[src/rtl/serial_word_fifo.sv]
// serial_word_fifo
//   Assembles DATA_W-bit words from a strobed serial bit stream. Completed
//   words go into a DEPTH-entry circular queue, and the queue is drained one
//   word per dequeue request.
//
// Ports
//   clock        : single rising-edge clock
//   reset        : synchronous, active-low
//   data_in      : serial bit, sampled on an accepted write strobe
//   write_in     : bit strobe (level), acted on at its rising edge
//   status_out   : 1 = serial bits are accepted (queue not full), registered
//   dequeue_in   : pop request (level), acted on at its rising edge
//   data_out     : word removed by the most recent successful pop
//   len_out      : number of queued words
//   full_out     : len_out == DEPTH
//   empty_out    : len_out == 0
//   overflow_out : sticky, a strobe arrived while status_out was 0
module serial_word_fifo #(
  parameter int DATA_W    = 8,
  parameter int DEPTH     = 8,
  parameter int MSB_FIRST = 1,
  parameter int LEN_W     = $clog2(DEPTH + 1)
) (
  input  logic              clock,
  input  logic              reset,
  input  logic              data_in,
  input  logic              write_in,
  output logic              status_out,
  input  logic              dequeue_in,
  output logic [DATA_W-1:0] data_out,
  output logic [LEN_W-1:0]  len_out,
  output logic              full_out,
  output logic              empty_out,
  output logic              overflow_out
);

  localparam int CNT_W = $clog2(DATA_W);
  localparam int PTR_W = $clog2(DEPTH);

  logic              write_q, deq_q;
  logic [CNT_W-1:0]  cnt_q, cnt_d;
  logic [DATA_W-1:0] shreg_q, shreg_d, shifted;
  logic [PTR_W-1:0]  wr_ptr_q, wr_ptr_d, rd_ptr_q, rd_ptr_d;
  logic [LEN_W-1:0]  len_q, len_d;
  logic              status_q, status_d;
  logic              ovf_q, ovf_d;
  logic [DATA_W-1:0] dout_q, dout_d;
  logic [DATA_W-1:0] mem_q [DEPTH];

  logic wr_pulse, deq_pulse, accept, last_bit, push, pop;

  always_comb begin
    wr_pulse  = write_in & ~write_q;
    deq_pulse = dequeue_in & ~deq_q;

    // Bits are gated before entering the shift register, so a full queue
    // parks a partial word instead of losing it.
    accept   = wr_pulse & status_q;
    last_bit = (cnt_q == CNT_W'(DATA_W - 1));
    push     = accept & last_bit;
    pop      = deq_pulse & (len_q != '0);

    if (MSB_FIRST != 0) shifted = {shreg_q[DATA_W-2:0], data_in};
    else                shifted = {data_in, shreg_q[DATA_W-1:1]};

    shreg_d  = shreg_q;
    cnt_d    = cnt_q;
    wr_ptr_d = wr_ptr_q;
    rd_ptr_d = rd_ptr_q;
    len_d    = len_q;
    dout_d   = dout_q;

    if (accept) begin
      shreg_d = shifted;
      cnt_d   = last_bit ? '0 : cnt_q + CNT_W'(1);
    end
    if (push) wr_ptr_d = wr_ptr_q + PTR_W'(1);
    if (pop) begin
      dout_d   = mem_q[rd_ptr_q];
      rd_ptr_d = rd_ptr_q + PTR_W'(1);
    end

    case ({push, pop})
      2'b10:   len_d = len_q + LEN_W'(1);
      2'b01:   len_d = len_q - LEN_W'(1);
      default: len_d = len_q;
    endcase

    status_d = (len_d < LEN_W'(DEPTH));
    ovf_d    = ovf_q | (wr_pulse & ~status_q);
  end

  always_ff @(posedge clock) begin
    if (!reset) begin
      write_q  <= 1'b0;
      deq_q    <= 1'b0;
      cnt_q    <= '0;
      shreg_q  <= '0;
      wr_ptr_q <= '0;
      rd_ptr_q <= '0;
      len_q    <= '0;
      status_q <= 1'b0;
      ovf_q    <= 1'b0;
      dout_q   <= '0;
    end else begin
      write_q  <= write_in;
      deq_q    <= dequeue_in;
      cnt_q    <= cnt_d;
      shreg_q  <= shreg_d;
      wr_ptr_q <= wr_ptr_d;
      rd_ptr_q <= rd_ptr_d;
      len_q    <= len_d;
      status_q <= status_d;
      ovf_q    <= ovf_d;
      dout_q   <= dout_d;
    end
  end

  // Queue storage needs no reset: entries are only read after being written.
  // The completed word includes the bit arriving on this same edge.
  always_ff @(posedge clock) begin
    if (reset && push) mem_q[wr_ptr_q] <= shreg_d;
  end

  assign status_out   = status_q;
  assign data_out     = dout_q;
  assign len_out      = len_q;
  assign full_out     = (len_q == LEN_W'(DEPTH));
  assign empty_out    = (len_q == '0);
  assign overflow_out = ovf_q;

endmodule
[config.mk]
export PLATFORM = sky130hd
export DESIGN_NAME = serial_word_fifo
export DESIGN_NICKNAME = d
export VERILOG_FILES = /design/src/rtl/serial_word_fifo.sv
export SDC_FILE = /design/constraint.sdc
export NUM_CORES = 1
export LEC_CHECK = 0
export CAP_MARGIN = 10
export CORE_ASPECT_RATIO = 1.75
export CORE_MARGIN = 2
export CORE_UTILIZATION = 58
export DETAILED_ROUTE_END_ITERATION = 16
export PLACE_DENSITY_LB_ADDON = 0.1
export SYNTH_ARGS = -nofsm -noshare
export SYNTH_HDL_FRONTEND = slang
export SYNTH_SLANG_ARGS = --single-unit
export TNS_END_PERCENT = 30
[constraint.sdc]
create_clock -name clock -period 2.8 [get_ports clock]
set_input_delay 0.56 -clock clock [delete_from_list [all_inputs] [get_ports clock]]
set_output_delay 0.56 -clock clock [all_outputs]
set_load 0.05 [all_outputs]
==> impl_metrics.ini, run 1 <==
[detailed_routing]
drc = 0
dr_total_vias = 2097
drt_pre_antenna_iters = 5
drt-initial-drc-count = 113
avgViaCountPerCell = 5.49
wirelength_mm = 6.61
wl_per_cell_um = 17.3
ant_nets = 0

[global_route]
grt_max_degree = 29
first_global_vias = 2156
grt_pass1_wl_mm = 10.6
antenna_found_initial = 0
grtUsageTotal = 0.206
overflow = 0

[worst_hold_path]
hold_end = cnt_q[1]
hp-class = flop to flop
min_path_cells = 2
min-delay-start = cnt_q[1]

[synth]
synth_edf_count = 64
yosys-top-cells-count = 64 x edfxtp_1, 34 x nand2_1, 33 x dfxtp_1, 16 x and2_1, 16 x mux4_2
synth_cell_types = 33
yosysSeqAreaShare = 0.681
netlist.area_leader.share = 0.507
ys.flop_type = edfxtp_1
synthTopCellsByArea = edfxtp_1 51%, dfxtp_1 17%, mux4_2 9.5%
post_synth.cell_area_avg_um2 = 14.7
synth_top_cell_by_area = edfxtp_1
synthArstFlopShare = 0
synth_nets = 271
synth_most_common_cell = edfxtp_1
syn-instance-count = 258
ys.warnings.count = 0
synth.ff_latch_count = 97
syn-cell-area_mm2 = 0.00379

[cts]
cts_tree = yes
ctsHoldBuffers = 0
clock_latency_ns = 0.34
htreeDepth = 3
clk_pin_slew_ns = 0.06
cts_num_sinks = 97
cts-root-buf = clkbuf_16
cts_buffers = 9
cts_buffer_depth = 2

[floorplanning]
core_area_mm2 = 0.00644
design.portCount = 21
start_util = 0.589
std_cell_rows = 39
die_area_mm2 = 0.00723
fp.dieH_um = 111
dieWidth_um = 65.1

[sta]
fmax_mhz = 391
period_needed_ns = 2.56
finalClockSkew_ns = 0.00436
worstMarginPinSlew_ns = 0.494
setup_tns_ns = 0
setup_violations = 0
hold_violations = 0
maxSlewViolCount = 0
period_share = 0.913
slew_headroom = 0.670
rsz0062_at_grt = false

[critical_path]
slowest_delay_ns = 0.62
cp_data_arrival_time_ns = 2.82
critical_path.slowest_cell = or4_1
critical_path_required_ns = 3.07
path_cells = or4_1 -> and2_4 -> ha_1 -> ha_1 -> nand3_1 -> and4b_1 -> a21oi_1 -> mux2i_1
crit_path_frequent_cell = ha_1
path_buf_inv = 0
critPathKind = flop to flop
critPathMaxFanout = 5
r2r_slack_ns = 0.24
worstSetupStartpointType = flop
reg2regPathDepth = 8
crit_family = simple AND/OR/NAND/NOR gates
cp-end-kind = flop

[final_layout]
antenna_cells = 0
nets = 308
fillers = 490
postLayoutCellArea_mm2 = 0.00448
syn_to_final_growth_pct = 18.2
drive_gt1_frac = 0.167

[pwr]
power_density_mw_per_mm2 = 619
leakagePower_uw = 0.00161
vdd_drop_max_v = 0.000405

[status]
outcome = finished, final reports clean

[place]
dp_hpwl_mm = 4.45
dpl-instance-area_mm2 = 0.00418
io_buffers = 20
place_congestion = 0.702

[run]
maxCapViolations = 0
final cells by class:
type | instances | area [µm²] | area share
Timing Repair Buffer | 38 | 338 | 0.0754
Tap cell | 82 | 103 | 0.0229
Multi-Input combinational cell | 148 | 1160 | 0.258
Sequential cell | 97 | 2580 | 0.576
Inverter | 1 | 3.75 | 0.000838
Clock buffer | 12 | 246 | 0.0550
Clock inverter | 4 | 52.6 | 0.0117
registers in the layout, indices dropped and copies added, names as in the netlist, 3 cells and up, named ones only:
signal    cells
cnt_q         3
mem_q        64
len_out       3
shreg_q       8
rd_ptr_q      3
wr_ptr_q      3
data_out      8
metrics by stage:
step / setup WS, ns / cells / utilization / power (µW) / hold slack (ns)
global route: 0.0458 / 382 / 0.696 / 2860 / 0.494
CTS: 0.0166 / 382 / 0.695 / 2810 / 0.477
detailed placement: 0.0214 / 366 / 0.649 / 1600 / 0.459
floorplan: 0.00894 / 258 / - / 1580 / 0.447
finish: 0.245 / 382 / 0.696 / 2770 / 0.472
global placement: 0.0703 / 366 / 0.649 / 1590 / 0.450
worst max-delay path by stage:
stage               start  cells after the start          to
5_1_grt              flop                      8        flop
3_3_place_gp     write_in                      9  status_out
3_5_place_dp     write_in                      9        flop
6_report             flop                      8        flop
4_1_cts              flop                      3   empty_out
2_1_floorplan  len_out[0]                     10        flop
metal layers:
| layer | track usage | share of wire | wire length [µm] |
|---|---|---|---|
| met2 | 0.361 | 0.54 | 3590 |
| met3 | 0.0558 | 0.035 | 230 |
| met4 | 0.0958 | 0.023 | 151 |
| met1 | 0.227 | 0.40 | 2640 |
| met5 | 0 | 0 | 0 |
worst reg2reg max path: stages (launching register included):
cell	delay (ns)
dfxtp_1	0.34
or4_1	0.62
and2_4	0.19
ha_1	0.24
ha_1	0.35
nand3_1	0.11
and4b_1	0.20
a21oi_1	0.23
mux2i_1	0.21
cell usage in the layout, fill, tap and decap left out, types with 2 or more instances in the layout:
cell type	synthesis	layout
nor2_1	15	15
a21boi_0	3	3
nand3_1	5	5
and2_1	16	16
ha_1	7	7
nand2b_1	3	3
clkbuf_1	8	2
buf_4	0	18
a21oi_1	3	3
mux2i_1	4	4
clkinvlp_4	0	3
nand3b_1	2	2
mux4_2	16	16
o22ai_1	8	8
nor3_1	3	3
nor2b_1	4	4
edfxtp_1	64	64
nand2_1	34	34
dfxtp_1	33	33
clkbuf_16	0	9
clkdlybuf4s50_1	0	19
o21ai_0	9	9
xnor2_1	5	5
power breakdown:
group | internal [µW] | switching (µW) | total [µW]
combinational | 17.6 | 27.6 | 45.3
sequential | 1520 | 3.00 | 1520
clock | 716 | 492 | 1210
total | 2250 | 523 | 2770
cell families after synthesis:
family                   after synthesis  synth area share
adder cells (fa/ha/maj)                8            0.0284
flip-flops                            97             0.681
buffers and inverters                 13            0.0158
XOR/XNOR                               6            0.0139
AO/OA/AOI/OAI                         24            0.0370
AND/OR/NAND/NOR                       90             0.118
multiplexers                          20             0.106
timing repair:
action                     CTS  global route
resized for setup            0             1
setup endpoints to repair    0             1
setup buffers                0             0
Note: power is estimated with default switching activity, not from simulation.
==> run 2, diff against run 1 <==
--- a/config.mk
+++ b/config.mk
@@ -10,6 +10,7 @@
 export CORE_MARGIN = 2
 export CORE_UTILIZATION = 58
 export DETAILED_ROUTE_END_ITERATION = 16
+export GPL_TIMING_DRIVEN = 0
 export PLACE_DENSITY_LB_ADDON = 0.1
 export SYNTH_ARGS = -nofsm -noshare
 export SYNTH_HDL_FRONTEND = slang
==> run 2 against run 1 <==
Against the previous run: flip-flop and latch count unchanged; critical path depth increased by 2; die area unchanged; clock power decreased by 7%; global-route usage rose by 2.2 points; clock skew rose by 0.0020 ns; sequential share of layout area grew 0.71 points; register-to-register slack got worse by 0.12 ns; combinational power about the same; worst hold slack got worse by 0.0033 ns; largest power group unchanged.
==> impl_metrics.ini, run 2 (synthesized netlist as in run 1, its figures left out) <==
[detailed_routing]
drc = 0
dr_total_vias = 2150
ant_nets = 0
drt_pre_antenna_iters = 5
wirelength_mm = 7.21
wl_per_cell_um = 19.1
drt-initial-drc-count = 96
avgViaCountPerCell = 5.70

[sta]
setup_tns_ns = 0
hold_violations = 0
setup_violations = 0
period_needed_ns = 2.67
period_share = 0.954
fmax_mhz = 374
slew_headroom = 0.590
rsz0062_at_grt = false
setup_slack_ns = 0.128
maxSlewViolCount = 0
finalClockSkew_ns = 0.00640
worstMarginPinSlew_ns = 0.615

[global_route]
overflow = 0
grtUsageTotal = 0.228
grt_pass1_wl_mm = 11.8
antenna_found_initial = 0
grt_max_degree = 17
first_global_vias = 2323

[cts]
cts_buffer_depth = 2
cts_setup_buffers = 0
cts_buffers = 9
htreeDepth = 3
clock_latency_ns = 0.34
cts_tree = yes
clk_pin_slew_ns = 0.06
cts-root-buf = clkbuf_16
cts_num_sinks = 97

[place]
place_ws_ns = -0.590
place_congestion = 0.740
dp_hpwl_mm = 4.99
io_buffers = 20

[run]
maxCapViolations = 0

[final_layout]
nets = 303
largest_reg_flops = 64
top_register = mem_q
drive_gt1_frac = 0.169
fin_util = 0.688
final_cell_mix = 64 x edfxtp_1, 34 x nand2_1, 32 x dfxtp_1, 19 x clkdlybuf4s50_1
antenna_cells = 0
syn_to_final_growth_pct = 16.8
final_common_cell = edfxtp_1
fillers = 481

[pwr]
power_density_mw_per_mm2 = 605
vdd_drop_max_v = 0.000546
leakagePower_uw = 0.00155

[floorplanning]
dieWidth_um = 65.1
core_area_mm2 = 0.00644
design.portCount = 21
std_cell_rows = 39
fp.dieH_um = 111
die_area_mm2 = 0.00723
start_util = 0.589

[worst_hold_path]
hp-class = flop to flop

[status]
outcome = finished, final reports clean

[critical_path]
cp-end-kind = flop
critPathKind = flop to flop
critPathMaxFanout = 10
critical_path_required_ns = 3.07
worstSetupStartpointType = flop
cp_data_arrival_time_ns = 2.94
run 2: routing by layer:
layer  up-vias  global-route usage  wire, µm
met3         9              0.0437       243
met2        43               0.411      4080
met1      1082               0.261      2760
met4         0              0.0875       123
li1       1016                   -         -
met5         -                   0         0
run 2: path summary, 6_finish.rpt:
kind | startpoint | end | slack, ns | depth (start not counted)
setup reg to reg | flop | status_out | 0.13 | 10
setup / recovery | flop | status_out | 0.13 | 10
hold reg to reg | cnt_q[1] | cnt_q[1] | 0.47 | 2
hold / removal | cnt_q[1] | cnt_q[1] | 0.47 | 2
run 2: final cells by class:
class | count | area [µm²] | share of cell area
multi-input combinational | 148 | 1190 | 0.270
clock inverter | 6 | 43.8 | 0.00989
sequential | 97 | 2580 | 0.583
inverter | 1 | 3.75 | 0.000847
timing repair buffer | 22 | 218 | 0.0492
clock buffer | 10 | 229 | 0.0517
buffer | 11 | 53.8 | 0.0121
tap | 82 | 103 | 0.0232
run 2: timing repair:
item                       4_1_cts  5_1_grt
gates resized for setup          5       10
setup endpoints to repair       60       67
hold buffers                     0        0
run 2: critical path, stage by stage (launching register included):
cell and delay [ns]:
dfxtp_1 0.35, or4_1 0.51, buf_2 0.16, and2_4 0.15, buf_6 0.14, ha_1 0.25, ha_1 0.36, nand3_1 0.11
and4b_1 0.21, a21oi_2 0.16, mux2i_1 0.20
run 2: through the flow:
step                      instances  instance area [µm²]  hold slack [ns]  total power (µW)
after floorplan                 258                 3800            0.447              1580
after global placement          360                 4100            0.454              1600
after detailed placement        362                 4120            0.461              1600
after CTS                       378                 4400            0.473              2700
after global routing            377                 4430            0.501              2760
final                           377                 4430            0.469              2680
run 2: report_power, final:
| group | leakage (µW) | total (µW) | internal [µW] | switching (µW) |
|---|---|---|---|---|
| Combinational | 0.000585 | 45.6 | 16.4 | 29.3 |
| Clock | 0.000121 | 1120 | 603 | 513 |
| Sequential | 0.000847 | 1520 | 1520 | 2.98 |
==> run 3, diff against run 2 <==
--- a/config.mk
+++ b/config.mk
@@ -7,11 +7,11 @@
 export LEC_CHECK = 0
 export CAP_MARGIN = 10
 export CORE_ASPECT_RATIO = 1.75
-export CORE_MARGIN = 2
-export CORE_UTILIZATION = 58
+export CORE_UTILIZATION = 45
 export DETAILED_ROUTE_END_ITERATION = 16
 export GPL_TIMING_DRIVEN = 0
 export PLACE_DENSITY_LB_ADDON = 0.1
+export SKIP_LAST_GASP = 1
 export SYNTH_ARGS = -nofsm -noshare
 export SYNTH_HDL_FRONTEND = slang
 export SYNTH_SLANG_ARGS = --single-unit
==> run 3 against run 2 <==
Against the previous run: fmax barely moved; core utilization fell by 15 points; power rose by 3.2%; first-iteration DRC count rose by 51%; count of clock-buffer cells in the layout rose by 3; die area rose by 22%; clock skew fell by 0.0034 ns; via count fell by 1.5%; the run now ends with design-rule violations left; final area rose by 0.59%.
==> impl_metrics.ini, run 3 (synthesized netlist as in run 1, its figures left out) <==
[detailed_routing]
drt_pre_antenna_iters = 10
drt-initial-drc-count = 145
drc = 2
ant_nets = 0
avgViaCountPerCell = 5.47
wl_per_cell_um = 19.1
wirelength_mm = 7.40
dr_total_vias = 2118

[cts]
ctsHoldBuffers = 0
clk_pin_slew_ns = 0.06
cts_num_sinks = 97
cts_buffers = 9
cts_tree = yes
htreeDepth = 3
cts_setup_buffers = 0
cts_buffer_depth = 2
clock_latency_ns = 0.34
cts-root-buf = clkbuf_16

[place]
place_congestion = 0.735
dp_hpwl_mm = 5.07
io_buffers = 20
place_ws_ns = -0.549
dp.cells = 372

[final_layout]
final_common_cell = edfxtp_1
drive_gt1_frac = 0.159
final_cell_mix = 64 x edfxtp_1, 34 x nand2_1, 33 x dfxtp_1, 19 x clkdlybuf4s50_1
fin_cells = 387
nets = 303
syn_to_final_growth_pct = 17.5
largest_reg_flops = 64
antenna_cells = 0
top_register = mem_q

[run]
maxCapViolations = 0

[sta]
setup_violations = 0
slew_headroom = 0.536
timing.hold.ws_ns = 0.471
maxSlewViolCount = 0
period_share = 0.955
hold_violations = 0
period_needed_ns = 2.67
setup_slack_ns = 0.127
rsz0062_at_grt = true
worstMarginPinSlew_ns = 0.696
finalClockSkew_ns = 0.00300
fmax_mhz = 374

[floorplanning]
die_area_mm2 = 0.00881
design.portCount = 21
fp.dieH_um = 123
std_cell_rows = 44
dieWidth_um = 71.4
start_util = 0.459
core_area_mm2 = 0.00826

[critical_path]
critPathKind = flop to flop
cp-end-kind = flop
cp_data_arrival_time_ns = 2.94
critPathMaxFanout = 10
worstSetupStartpointType = flop
critical_path_required_ns = 3.07

[global_route]
grt_max_degree = 15
grtUsageTotal = 0.192
antenna_found_initial = 0
first_global_vias = 2140
grt_pass1_wl_mm = 11.7
overflow = 0

[status]
outcome = finished, violations left
violations = design-rule violations

[pwr]
power_density_mw_per_mm2 = 621
vdd_drop_max_v = 0.000391
leakagePower_uw = 0.00158

[worst_hold_path]
hp-class = flop to flop
==> run 3: cell types whose count changed in the layout (fill, tap and decap cells not counted), sizes merged <==
cell and delta:
bufinv +1, clkbuf +3, clkinv +1, inv -1, clkinvlp -4
==> run 3: worst max-delay path, stage by stage, from the launching register on <==
cell and delay [ns]:
dfxtp_1 0.38, or4_1 0.48, buf_2 0.16, and2_4 0.14
buf_6 0.15, ha_1 0.25, ha_1 0.36, nand3_1 0.10
and4b_1 0.22, a21oi_2 0.16, mux2i_1 0.20
==> run 3: metal layers <==
layer  track usage  wire length [µm]  vias up
met1         0.215              2980     1050
li1              -                 -     1022
met5             0                 0        -
met2         0.340              4040       34
met3        0.0489               178       12
met4        0.0850               196        0
==> run 3: area by class of cell <==
cell class | count | area, µm²
Buffer | 11 | 53.8
Clock buffer | 13 | 250
Clock inverter | 3 | 40.0
Fill cell | 699 | 3800
Inverter | 1 | 3.75
Multi-Input combinational cell | 148 | 1190
Sequential cell | 97 | 2580
Tap cell | 92 | 115
Timing Repair Buffer | 22 | 215
==> run 3: repair_timing <==
item                                   in CTS  in global routing
resized for setup                           1                 13
endpoints found under the hold margin       0                  0
setup endpoints to repair                  53                 65
==> run 3: report_power, final <==
group	switching, µW	internal [µW]
Clock	487	714
Combinational	29.1	16.3
Sequential	2.99	1520
==> run 3: final timing paths <==
kind | from | end | slack (ns) | depth (start not counted)
setup / recovery | len_out[0] | status_out | 0.13 | 10
hold / removal | cnt_q[2] | cnt_q[2] | 0.47 | 2
setup reg to reg | len_out[0] | status_out | 0.13 | 10
hold reg to reg | cnt_q[2] | cnt_q[2] | 0.47 | 2
==> run 3: metrics by stage <==
step | setup TNS, ns | power, µW | util | area [µm²]
2_1_floorplan | 0 | 1580 | - | 3800
3_3_place_gp | -35.62 | 1600 | 0.498 | 4110
3_5_place_dp | -28.66 | 1600 | 0.500 | 4130
4_1_cts | -5.84 | 2800 | 0.535 | 4420
5_1_grt | -0.0463 | 2860 | 0.540 | 4460
6_report | 0 | 2770 | 0.540 | 4460
